[src/rtl/share_encoder.sv]
// rtl/share_encoder.sv - first-order boolean masking encoder (s0 = x ^ r, s1 = r) with share-pair output FIFO
module share_encoder #(
    parameter int WIDTH = 8,
    parameter int DEPTH = 2
) (
    input  logic             clk,
    input  logic             rst_n,
    input  logic             clr,
    input  logic             in_valid,
    output logic             in_ready,
    input  logic [WIDTH-1:0] in_data,
    input  logic             rnd_valid,
    output logic             rnd_ready,
    input  logic [WIDTH-1:0] rnd,
    output logic             out_valid,
    input  logic             out_ready,
    output logic [WIDTH-1:0] out_s0,
    output logic [WIDTH-1:0] out_s1,
    output logic [15:0]      cnt
);

    localparam int AW = (DEPTH > 1) ? $clog2(DEPTH) : 1;
    localparam logic [AW:0] FULL_OCC = (AW + 1)'(DEPTH);

    logic [AW-1:0] wr_ptr;
    logic [AW-1:0] rd_ptr;
    logic [AW:0]   occ;
    logic          full;
    logic          fire;
    logic          pop;

    // Share domains live in physically separate arrays; nothing ever merges them.
    (* share_domain = 0 *) logic [WIDTH-1:0] s0_mem [DEPTH];
    (* share_domain = 1 *) logic [WIDTH-1:0] s1_mem [DEPTH];

    assign full      = (occ == FULL_OCC);
    assign in_ready  = rst_n & rnd_valid & ~full & ~clr;
    assign rnd_ready = rst_n & in_valid & ~full & ~clr;
    assign fire      = rst_n & in_valid & rnd_valid & ~full & ~clr;
    assign out_valid = (occ != '0);
    assign pop       = out_valid & out_ready & ~clr;
    assign out_s0    = s0_mem[rd_ptr];
    assign out_s1    = s1_mem[rd_ptr];

    always_ff @(posedge clk or negedge rst_n) begin
        if (!rst_n) begin
            wr_ptr <= '0;
            rd_ptr <= '0;
            occ    <= '0;
            cnt    <= '0;
            for (int i = 0; i < DEPTH; i++) begin
                s0_mem[i] <= '0;
                s1_mem[i] <= '0;
            end
        end else if (clr) begin
            wr_ptr <= '0;
            rd_ptr <= '0;
            occ    <= '0;
            cnt    <= '0;
        end else begin
            if (fire) begin
                s0_mem[wr_ptr] <= in_data ^ rnd;
                s1_mem[wr_ptr] <= rnd;
                wr_ptr         <= wr_ptr + 1'b1;
            end
            if (pop) begin
                rd_ptr <= rd_ptr + 1'b1;
                cnt    <= cnt + 16'd1;
            end
            case ({fire, pop})
                2'b10:   occ <= occ + 1'b1;
                2'b01:   occ <= occ - 1'b1;
                default: occ <= occ;
            endcase
        end
    end

endmodule

[config.mk]
export PLATFORM = sky130hd
export DESIGN_NAME = share_encoder
export DESIGN_NICKNAME = d
export VERILOG_FILES = /design/src/rtl/share_encoder.sv
export SDC_FILE = /design/constraint.sdc
export NUM_CORES = 1
export LEC_CHECK = 0
export ABC_AREA = 1
export CAP_MARGIN = 25
export CORE_MARGIN = 2
export CORE_UTILIZATION = 40
export DETAILED_ROUTE_END_ITERATION = 7
export MAX_ROUTING_LAYER = met4
export PLACE_DENSITY_LB_ADDON = 0.08
export SETUP_SLACK_MARGIN = 0.02
export SYNTH_ARGS = -nofsm -noshare
export SYNTH_HDL_FRONTEND = slang
export SYNTH_SLANG_ARGS = --single-unit
[constraint.sdc]
create_clock -name clk -period 2.5 [get_ports clk]
set_input_delay 0.375 -clock clk [delete_from_list [all_inputs] [get_ports clk]]
set_output_delay 0.375 -clock clk [all_outputs]
set_load 0.05 [all_outputs]
# [Word-level counts from Yosys, hierarchy flattened]
# Index checks and enable logic that the tools add are counted.
# Widths: inputs -> output; s select.
[totals] word_cells=59 out_inout_bits=35 inputBits=22 ff_bits=52
[classes] n_eq_ne=3 magnitude_cmp=3 n_bitwise=16 mux=18 n_reduce_logical=6 addsub=5
[ops] op="$mux 8" n=7
[ops] op="$bwmux 16" n=2
[ops] op="$mux 16" n=2
[ops] op="$add 16x1->16 const B" n=1
[ops] op="$and 1x1->1" n=11
[ops] op="$demux 8 s1" n=1
[ops] op="$xor 8x8->8" n=1
[ops] op="$reduce_bool 2->1" n=3
[ops] op="$eq 2x2->1 const B" n=2
[ops] op="$ge 2x2->1 const B" n=2
[ops] op="$mux 1" n=4
[ops] op="$not 1->2" n=2
[ops] op="$pmux 2 s2" n=1
[ops] op="$reduce_bool 3->1" n=1
[ops] op="$add 1x1->1 const B" n=2
[ops] op="$add 2x1->2 const B" n=1
[ops] op="$eq 2x1->1 const B" n=1
[ops] op="$lt 2x1->1 const B" n=1
[ops] op="$mux 2" n=1
[ops] op="$not 1->1" n=2
[ops] op="$reduce_and 2->1" n=1
[ops] op="$sub 2x1->2 const B" n=1
[ops] op="$logic_and 1x1->1" n=1

# [Depth between registers and ports, before layout]
[depth] ltp_word=7 depth_mapped=9

# [Worst setup path before layout]
# OpenSTA, ideal clock, no wires.
[synth_path] path_kind="reg2out" from="reg rd_ptr" to="out out_s0[3]" required_ns=2.125 setup_slack_ns=0.336 stages_incl_launch_ff=4 arrival_time_ns=1.789 path_cell_list="dfrtp_1 -> clkbuf_1 -> clkbuf_1 -> o21ai_0"
[synth_via] elab_chain_len=4
[synth_lines] item="start: declaration" line_no="26" rtl="logic [AW-1:0] rd_ptr;"
[synth_lines] item="start signal: assignment" line_no="67" rtl="rd_ptr <= rd_ptr + 1'b1;"
[synth_lines] item="$not 1->2 (not written as such)" line_no="42" rtl="assign out_s0 = s0_mem[rd_ptr];"
[synth_lines] item="$mux 8 (not written as such) (3 in a row)" line_no="42"
[synth_lines] item="end: declaration" line_no="17" rtl="output logic [WIDTH-1:0] out_s0,"
# No other way between the ends. The select of a mux whose other input is x is not followed.

# [Final worst setup path]
[layout_path] from="reg occ[0]" to="out out_valid"
[layout_via] elab_chain_len=1
[layout_lines] item="start: declaration" line_no="27" rtl="logic [AW:0] occ;"
[layout_lines] item="start signal: assignment" line_no="71" rtl="2'b10: occ <= occ + 1'b1;"
[layout_lines] item="start signal: assignment" line_no="72" rtl="2'b01: occ <= occ - 1'b1;"
[layout_lines] item="$reduce_bool 2->1" line_no="40" rtl="assign out_valid = (occ != '0);"
[layout_lines] item="end: declaration" line_no="15" rtl="output logic out_valid,"
# No other way between the ends.

==> metrics.txt <==
H-tree depth 2; most frequent cells in the layout 132 x nand2_1, 52 x dfrtp_1, 39 x inv_1; dpl cells approximately 490; Fin Setup TNS 0 ps; final count of hold timing violations 0; layout cells sized above 1 between 10% and 20%; hold-fix buffers at CTS 0; Cell Rows 30; synth warn 0; RD Place Congestion 0.846; clock buffer depth 2; Max Used Layer met4; post-CTS setup buffers 0; CTS tree yes; placement-stage cell area 0.00335 mm2; Reg area 0.00130 mm2; Worst-Skew Late Latency 300 ps; design area 0.00345 mm2; PortBufs 56; Crit Reg-Reg Endpoint s0_mem[1]; commonest non-fill, non-tap cell in the layout nand2_1; register area share after synthesis 47.2%; Net Count, Synth between 300 and 400; Tot GR Track Use 17.6%; worst path arrival time between 1500 and 2000 ps; R2R setup slack between 900 and 1000 ps; DIE AREA roughly 0.0076 mm2; Crit Path Max Fanout 4; die width 87.1 um; fmax a little under 500 MHz; pin slew with the least headroom to its limit 537 ps; Starting DRT DRC Count 92; Place WS between 400 and 500 ps; worst hold path type in -> async; worst hold slack 80.9 ps; Cell Chain, Critical Path inv_2 -> nand2_2 -> clkdlybuf4s50_1; top cell type's share of synthesized area 47.2%; WL/cell ~12 um; Worst Setup End Kind output port; Peak VDD IR 0.000546 V; fin crit share 82.2%; FF-to-FF Start occ[0]; PwrDens about 870 mW/mm2; number of buffers created by CTS 5; fin worst setup slack 445 ps; post-DP HPWL about 4.5 mm; met2 WL ~3.2 mm; max-slew violation count 0; met3 wire len 197 um; post-synth cell types 30; Max-Cap Viols 0; Period minus WS final roughly 2100 ps; first-pass GRT wire length 10.3 mm; Pleak 1.69 nW; CTS root buf clkbuf_8; fill cell total of the finished layout 657; post-synth top area cell dfrtp_1; final WL 5.99 mm; CP Launch Type flop; clock sinks 52; remaining antenna violation count 0; core footprint 0.00672 mm2; Multi-input gate area 0.00121 mm2; post-route insts no fill approximately 500; largest net degree at the start of global routing 31; cells resized by post-CTS repair 0; total grt overflow 0; CP Class reg -> out; initial antenna violation count 0; worst-case reg-to-reg path depth 8; Syn Area/Cell around 7.8 um2; Clock Skews 6.32 ps; wl on met1 2.60 mm; io pins 57; Final nets 437; #FFs+latches synth 52; final core utilization about half; Initial Util 41.1%; Post-Syn Instances about 360; number of global-route vias before repair between 2,000 and 2,500; status finished clean; vias 2,358; ANT cells 0; Mapped Area 0.00276 mm2; overall power 2.98 mW; Area Growth Syn to Fin 25.0%; WP data required 2120 ps; Worst path slowest cell clkdlybuf4s50_1; # DRC 0; CTS clock-pin slew for the worst setup and hold paths around 90 ps; post-DR vias/cell 4.76; RSZ-0062 raised after global routing no; DRT Pass-1 Iters 4; Largest stage delay, worst path 810 ps; final setup vio count 0; die height 87.1 um; top cells by area, synth dfrtp_1 47%, nand2_1 18%, o21ai_2 5.7%; slew margin rel. 64.1%
area by class of cell:
class	instances	share of cell area (%)
repair buffers	60	16.4
clock buffers	7	2.50
inverters	44	5.01
flip-flops and latches	52	37.7
multi-input cells	251	35.2
well taps	80	2.90
clock inverters	1	0.218
logic make-up (layout without fill, tap and decap cells):
logic type                 count (synthesis)  in the layout  share of synthesized area [%]
AOI/OAI and AO/OA                         48             48                           11.4
and+or+nand+nor                          194            194                           29.7
adders and majority gates                  1              1                          0.453
buffers and inverters                     52            112                           8.80
DFF                                       52             52                           47.2
xor gates and xnor gates                   8              8                           2.54
cells in the mapped netlist, drive strengths merged:
master and count:
a21oi 3, a22o 1, and2 1, and3 1, buf 5, clkbuf 3, clkinv 1, dfrtp 52
ha 1, inv 43, nand2 139, nand3 9, nand3b 2, nand4 4, nor2 31, nor3 7
o21ai 43, o21bai 1, xor2 8
layer usage:
metal  global-route usage (%)  up-vias
li1                         -     1217
met1                     20.2     1098
met2                     32.4       41
met3                     2.65        2
met4                     3.55        0
met5                        -        -
registers in the layout, indices dropped and copies added (netlist names):
signal  flops
occ         2
wr_ptr      1
cnt        16
s0_mem     16
s1_mem     16
rd_ptr      1
worst max-delay path: cells and delay by family (launching register included):
family                 cells  cell delay (ps)
flip-flops                 1              410
buffers and inverters      2              880
AND/OR/NAND/NOR            1              100
worst max path at each step:
stage	startpoint	cells after the start	end
floorplan	rd_ptr	3	out_s0[3]
global placement	rnd_valid	9	s0_mem[4]
detailed placement	rnd_valid	9	s0_mem[6]
CTS	occ[1]	3	out_valid
global route	rd_ptr	5	out_s1[0]
finish	occ[0]	3	out_valid
report_power, final:
part / switching (mW) / internal, mW / leakage [nW]
logic: 0.955 / 0.420 / 0.952
registers: 0.0914 / 1.02 / 0.691
clock network: 0.272 / 0.226 / 0.0445
total: 1.32 / 1.67 / 1.69
(Power assumes the default switching activity.)
